### src/rtl/mem_access_seq.sv
// mem_access_seq: sequences one CPU request into active-low SRAM strobes with programmable wait states
module mem_access_seq #(
  parameter int READ_WAIT  = 2,
  parameter int WRITE_WAIT = 2,
  parameter int TURNAROUND = 1
) (
  input  logic        Clk,
  input  logic        Reset,
  input  logic        Req,
  input  logic        Rw,
  input  logic [19:0] Addr,
  input  logic [15:0] Wdata,
  input  logic [1:0]  Bmask,
  output logic        Ready,
  output logic        Ack,
  output logic [15:0] Rdata,
  output logic [19:0] ADDR,
  output logic        CE,
  output logic        UB,
  output logic        LB,
  output logic        OE,
  output logic        WE,
  output logic [15:0] Data_to_mem,
  input  logic [15:0] Data_from_mem
);
  typedef enum logic [2:0] {IDLE, RD_STROBE, WR_SETUP, WR_PULSE, WR_HOLD, ACK, TURN} state_e;
  state_e state_q, state_d;
  logic [3:0] cnt_q, cnt_d, ld;
  logic [19:0] addr_q, addr_d;
  logic [15:0] dout_q, dout_d, rdata_q, rdata_d;
  logic ce_q, ce_d, ub_q, ub_d, lb_q, lb_d, oe_q, oe_d, we_q, we_d, ack_q, ack_d;
  logic last, acc_d, wr_d, fresh;
  always_comb begin
    last = cnt_q == 4'd1;
    fresh = state_q == IDLE;
    state_d = state_q == IDLE      ? (Req ? (Bmask == 2'b00 ? ACK : Rw ? WR_SETUP : RD_STROBE) : IDLE)
            : state_q == RD_STROBE ? (last ? ACK : RD_STROBE)
            : state_q == WR_SETUP  ? WR_PULSE
            : state_q == WR_PULSE  ? (last ? WR_HOLD : WR_PULSE)
            : state_q == WR_HOLD   ? ACK
            : state_q == ACK       ? (TURNAROUND == 0 ? IDLE : TURN)
            : state_q == TURN      ? (last ? IDLE : TURN)
            : IDLE;
    ld = state_d == RD_STROBE ? 4'(READ_WAIT)
       : state_d == WR_PULSE  ? 4'(WRITE_WAIT)
       : state_d == TURN      ? 4'(TURNAROUND)
       : 4'd0;
    cnt_d = state_d != state_q ? ld : cnt_q - {3'b000, |cnt_q};
    acc_d = state_d inside {RD_STROBE, WR_SETUP, WR_PULSE, WR_HOLD};
    wr_d = state_d inside {WR_SETUP, WR_PULSE, WR_HOLD};
    addr_d = acc_d ? (fresh ? Addr : addr_q) : 20'd0;
    ub_d = acc_d ? (fresh ? ~Bmask[1] : ub_q) : 1'b1;
    lb_d = acc_d ? (fresh ? ~Bmask[0] : lb_q) : 1'b1;
    ce_d = ~acc_d;
    oe_d = state_d != RD_STROBE;
    we_d = state_d != WR_PULSE;
    dout_d = wr_d ? (fresh ? Wdata : dout_q) : 16'd0;
    ack_d = state_d == ACK;
    rdata_d = (state_q == RD_STROBE && last) ? Data_from_mem & {{8{~ub_q}}, {8{~lb_q}}} : rdata_q;
  end
  always_ff @(posedge Clk) begin
    if (!Reset) begin
      state_q <= IDLE;
      cnt_q <= 4'd0;
      addr_q <= 20'd0;
      dout_q <= 16'd0;
      rdata_q <= 16'd0;
      ce_q <= 1'b1;
      ub_q <= 1'b1;
      lb_q <= 1'b1;
      oe_q <= 1'b1;
      we_q <= 1'b1;
      ack_q <= 1'b0;
    end else begin
      state_q <= state_d;
      cnt_q <= cnt_d;
      addr_q <= addr_d;
      dout_q <= dout_d;
      rdata_q <= rdata_d;
      ce_q <= ce_d;
      ub_q <= ub_d;
      lb_q <= lb_d;
      oe_q <= oe_d;
      we_q <= we_d;
      ack_q <= ack_d;
    end
  end
  assign Ready = state_q == IDLE;
  assign Ack = ack_q;
  assign Rdata = rdata_q;
  assign ADDR = addr_q;
  assign CE = ce_q;
  assign UB = ub_q;
  assign LB = lb_q;
  assign OE = oe_q;
  assign WE = we_q;
  assign Data_to_mem = dout_q;
endmodule

### config.mk
export PLATFORM = sky130hd
export DESIGN_NAME = mem_access_seq
export DESIGN_NICKNAME = d
export VERILOG_FILES = /design/src/rtl/mem_access_seq.sv
export SDC_FILE = /design/constraint.sdc
export NUM_CORES = 1
export LEC_CHECK = 0
export CORE_ASPECT_RATIO = 0.8
export CORE_MARGIN = 3
export CORE_UTILIZATION = 36
export CTS_CLUSTER_SIZE = 24
export DETAILED_ROUTE_END_ITERATION = 8
export PLACE_DENSITY = 0.77
export REMOVE_ABC_BUFFERS = 1
export SLEW_MARGIN = 20
export SYNTH_ARGS = -nofsm -noshare
export SYNTH_HDL_FRONTEND = slang
export SYNTH_SLANG_ARGS = --single-unit
export TNS_END_PERCENT = 20
### constraint.sdc
create_clock -name Clk -period 2.5 [get_ports Clk]
set_input_delay 0.25 -clock Clk [delete_from_list [all_inputs] [get_ports Clk]]
set_output_delay 0.25 -clock Clk [all_outputs]
set_load 0.01 [all_outputs]
=== Word-level counts from Yosys, hierarchy flattened ===
Cells that the tools add are included.
W data, S select, Z words.

* Bits in registers: 65
* Output and inout bits: 59
* Word-level logic and storage cells: 59

* Mux-type cells: 17
* Eq/ne operators: 16
* Reductions and logical operators: 8
* Bitwise logic cells: 6
* Add/sub/neg operators: 1

{| class="wikitable"
|+ Operator list
! kind !! number
|-
| $mux W3 || 12
|-
| $eq A3 B3 Y1 const B || 6
|-
| $and A16 B16 Y16 || 1
|-
| $eq A3 B2 Y1 const B || 4
|-
| $eq A3 B1 Y1 const B || 2
|-
| $mux W2 || 3
|-
| $not A1 Y1 || 5
|-
| $eq A4 B1 Y1 const B || 1
|-
| $mux W4 || 1
|-
| $reduce_and A2 Y1 || 2
|-
| $reduce_bool A4 Y1 || 1
|-
| $reduce_or A4 Y1 || 1
|-
| $sub A4 B1 Y4 || 1
|-
| $logic_not A3 Y1 || 1
|-
| $ne A3 B1 Y1 const B || 1
|-
| $ne A3 B2 Y1 const B || 1
|-
| $ne A3 B3 Y1 || 1
|-
| $reduce_bool A3 Y1 || 1
|-
| $logic_not A2 Y1 || 1
|-
| $logic_and A1 B1 Y1 || 1
|-
| $mux W1 || 1
|}

=== Logic depth before layout (Yosys ltp) ===
* Word-level depth: 14
* Gate-level depth with buffers: 7

=== Worst setup path after synthesis ===
OpenSTA, ideal clock, no wires.

* Path kind: reg2reg
* Start: reg cnt_q[1]
* End: reg rdata_q[10], in the netlist Rdata[10]
* Buffers on the path: 3
* Clock period less this slack: 1793 ps
* Setup time: 116 ps
* Data required time: 2384 ps
* Stages on the path, launching flop included: 8
* Data arrival time: 1677 ps
* Path slack: 707 ps
* Cells stage by stage: dfxtp_1 or4b_1 buf_2 or3_1 buf_6 buf_6 nand2_1 a21boi_1

* Word-level cells in the longest chain between the ends: 2

{| class="wikitable"
|+ RTL lines
! item !! RTL line !! text
|-
| start: declaration || 28 || <nowiki>logic [3:0] cnt_q, cnt_d, ld;</nowiki>
|-
| start signal: assignment || 76 || <nowiki>cnt_q <= cnt_d;</nowiki>
|-
| $eq A4 B1 Y1 || 34 || <nowiki>last = cnt_q == 4'd1;</nowiki>
|-
| $logic_and A1 B1 Y1 || 59 || <nowiki>rdata_d = (state_q == RD_STROBE && last) ? Data_from_mem & {{8{~ub_q}}, {8{~lb_q}}} : rdata_q;</nowiki>
|-
| end signal: assignment || 79 || <nowiki>rdata_q <= rdata_d;</nowiki>
|-
| end: declaration || 30 || <nowiki>logic [15:0] dout_q, dout_d, rdata_q, rdata_d;</nowiki>
|}

Every way passes these cells.
A chain may end at the register's enable or synchronous reset.

=== Worst setup path after layout ===
* Start: reg state_q[0]
* End: out Ready

* Word-level cells in the longest chain between the ends: 1

{| class="wikitable"
|+ RTL lines
! item !! RTL line !! text
|-
| start: declaration || 27 || <nowiki>state_e state_q, state_d;</nowiki>
|-
| start signal: assignment || 75 || <nowiki>state_q <= state_d;</nowiki>
|-
| $logic_not A3 Y1 || 88 || <nowiki>assign Ready = state_q == IDLE;</nowiki>
|-
| end: declaration || 14 || <nowiki>output logic Ready,</nowiki>
|}

Every way passes these cells.

==> impl_metrics.py <==
metrics = {
    "clocking": {
        "clk_pin_slew_worst_paths_ps": 70,
        "cts_tree": "built",
        "cts_sinks": 65,
        "ctsHtreeMaxLevel": 3,
        "cts_buffers": 9,
        "root_buffer": "clkbuf_8",
        "cts.repair.resized": 0,
        "clk_latency_ps": 330,
        "postCtsSetupRepairBufs": 0,
        "ctsHoldBuffers": 0,
        "ctsLongestPathBuffers": 2,
    },
    "power": {
        "pwr-share-clk_pct": 30.5,
        "power_density_nw_per_um2": 807,
        "p_leak_uw": 0.00144,
        "seqPwrFrac_pct": 39.5,
        "internal_power_uw": 2200,
        "sw_frac_of_total_pct": 31.3,
        "pwr-share-comb_pct": 30.0,
        "power_switching_uw": 1010,
        "power_uw": 3210,
        "vdd_ir_drop_max_v": 0.000377,
    },
    "timing": {
        "fin_skew_ps": 7.39,
        "worst_pin_slew_ps": 624,
        "grt_setup_unrepaired": "no",
        "timing.final.crit_share_pct": 83.9,
        "max_freq_mhz": 477,
        "setup_violations": 0,
        "min_period_ps": 2100,
        "setup_tns_ps": 0,
        "max_slew_margin_pct": 57.8,
        "report.final.slew_viol_count": 0,
        "hold_violations": 0,
    },
    "synth": {
        "synth.most_common_cell": "nand2_1",
        "async_reset_ff_share_pct": 0,
        "avgSynthCellArea_um2": 8.38,
        "syn-cell-area_um2": 2560,
        "ys_seq_elements": 65,
        "synth.top_cells.by_area": "dfxtp_1 (51%), nand2_1 (14%), a21oi_1 (7.8%), nand3b_1 (4.7%), a21boi_1 (2.9%)",
        "synth_edf_count": 0,
        "synthFlopType": "dfxtp_1",
        "yosys.area.top_type": "dfxtp_1",
        "synth_warnings": 0,
        "yosysTopAreaCellShare_pct": 50.9,
        "ys_seq_area_share_pct": 50.9,
        "yosysUniqueCellTypes": 39,
        "synth_common_cells": "nand2_1 (96), dfxtp_1 (65), a21oi_1 (40)",
        "synthCells": 305,
    },
    "grt": {
        "grt_pass1_vias": 2444,
        "grt_max_degree": 41,
        "grt-ovfl-total": 0,
        "grt_util_all_layers_pct": 17.1,
        "grt_pass1_wl_um": 11200,
        "grt_antenna_before_repair": 0,
    },
    "detailed_routing": {
        "first_iter_violations": 165,
        "vias": 2479,
        "dr.pass1.iters": 4,
        "ant_nets": 0,
        "routed-wl-met3_um": 627,
        "drc": 0,
        "wire_per_inst_um": 13.6,
        "wl_um": 6900,
        "viasPerCell": 4.90,
        "met1_length_um": 2940,
        "routed.top_layer": "met4",
        "dr_wl_met2_um": 3260,
    },
    "floorplan": {
        "boundaryPins": 117,
        "rows": 26,
        "die_area_um2": 8150,
        "initial_core_util_pct": 38.5,
        "core_um2": 6640,
        "fp.dieW_um": 100,
        "fp.dieH_um": 81.4,
    },
    "setup_path": {
        "crit_arrival_ps": 1850,
        "crit_path_start_kind": "flip-flop",
        "crit_path_end_kind": "output port",
        "worstSetupPathType": "reg2out",
        "reg2reg_slack_ps": 480,
        "worstPathRequired_ps": 2250,
        "cp_max_fo": 16,
    },
    "run_status": {
        "status": "complete, no violations",
    },
    "cells_and_area": {
        "syn_to_final_growth_pct": 55.6,
        "num_antenna_cells": 0,
        "fillerInstances": 603,
        "regArea_um2": 1300,
        "final_nets": 477,
        "drive_gt1_share_pct": 5.45,
        "multi_input_area_um2": 1130,
    },
    "placed_design": {
        "dpl.hpwl_um": 4950,
        "port-buffer-count": 116,
        "gp_congestion": 0.909,
    },
    "flow_run": {
        "maxCapViolCount": 0,
    },
    "min_path": {
        "hp-class": "reg2reg",
    },
}
through the flow:
step                setup slack, ps  area (um^2)  cells  hold slack, ps  utilization, %
global route                    269         3980    506             449            59.9
floorplan                       442         2450    285             378               -
finish                          402         3980    506             453            59.9
CTS                             388         3980    506             443            59.9
global placement                532         3760    490             438            56.6
detailed placement              464         3760    490             446            56.6
layout make-up:
type	count	area share, %
flip-flops and latches	65	32.7
multi-input cells	215	28.5
repair buffers	121	30.1
clock inverters	5	1.98
clock buffers	11	3.55
well taps	84	2.64
inverters	5	0.472
kinds of logic (layout without fill, tap and decap cells):
family,after synthesis,after routing,synth area share (%)
DFF,65,65,50.9
and+or+nand+nor,137,137,24.8
adders and majority gates,3,3,1.37
xor gates and xnor gates,2,2,0.685
buffers and inverters,25,142,4.75
AOI/OAI and AO/OA,73,73,17.5
critical path, cell delays in order (launching register included):
cell and delay (ps):
dfxtp_1 460, or3_1 440, inv_2 70, clkdlybuf4s50_1 550
state kept, by name, summed over array words and instances (netlist names):
signal and count:
ADDR 20, Data_to_mem 16, Rdata 16, cnt_q 4, state_q 3, Ack 1
CE 1, LB 1, OE 1, UB 1, WE 1
cells in the final DEF, fill, tap and decap left out, types with 3 or more instances in the layout:
master / netlist / layout
nor2_1: 8 / 8
clkbuf_8: 0 / 10
nand3b_1: 16 / 16
o21ai_0: 6 / 6
nor2b_1: 3 / 3
inv_1: 4 / 4
clkdlybuf4s50_1: 0 / 116
a21boi_1: 10 / 10
a21boi_0: 8 / 8
a21oi_1: 40 / 40
dfxtp_1: 65 / 65
buf_4: 3 / 5
nand2_1: 96 / 96
power by group through the flow:
| stage | registers, uW | logic, uW | clock network, uW |
|---|---|---|---|
| 2_1_floorplan | 1300 | 493 | 0 |
| 3_3_place_gp | 1280 | 956 | 0 |
| 3_5_place_dp | 1290 | 976 | 0 |
| 4_1_cts | 1260 | 980 | 1000 |
| 5_1_grt | 1290 | 1080 | 1040 |
| 6_report | 1270 | 964 | 979 |
metal layers:
layer  vias up  GRT usage [%]
li1       1250              -
met1      1128           20.6
met2        91           28.4
met3        10           5.49
met4         0           6.86
met5         -              0
worst paths after layout:
kind | to | cells past startpoint | start
worst max register to register | Rdata[0] | 4 | cnt_q[1]
worst min register to register | Rdata[10] | 2 | Rdata[10]
worst min-delay path | Rdata[10] | 2 | Rdata[10]
worst max-delay path | Ready | 3 | state_q[0]
No activity file was read; power rests on OpenSTA's default activity.
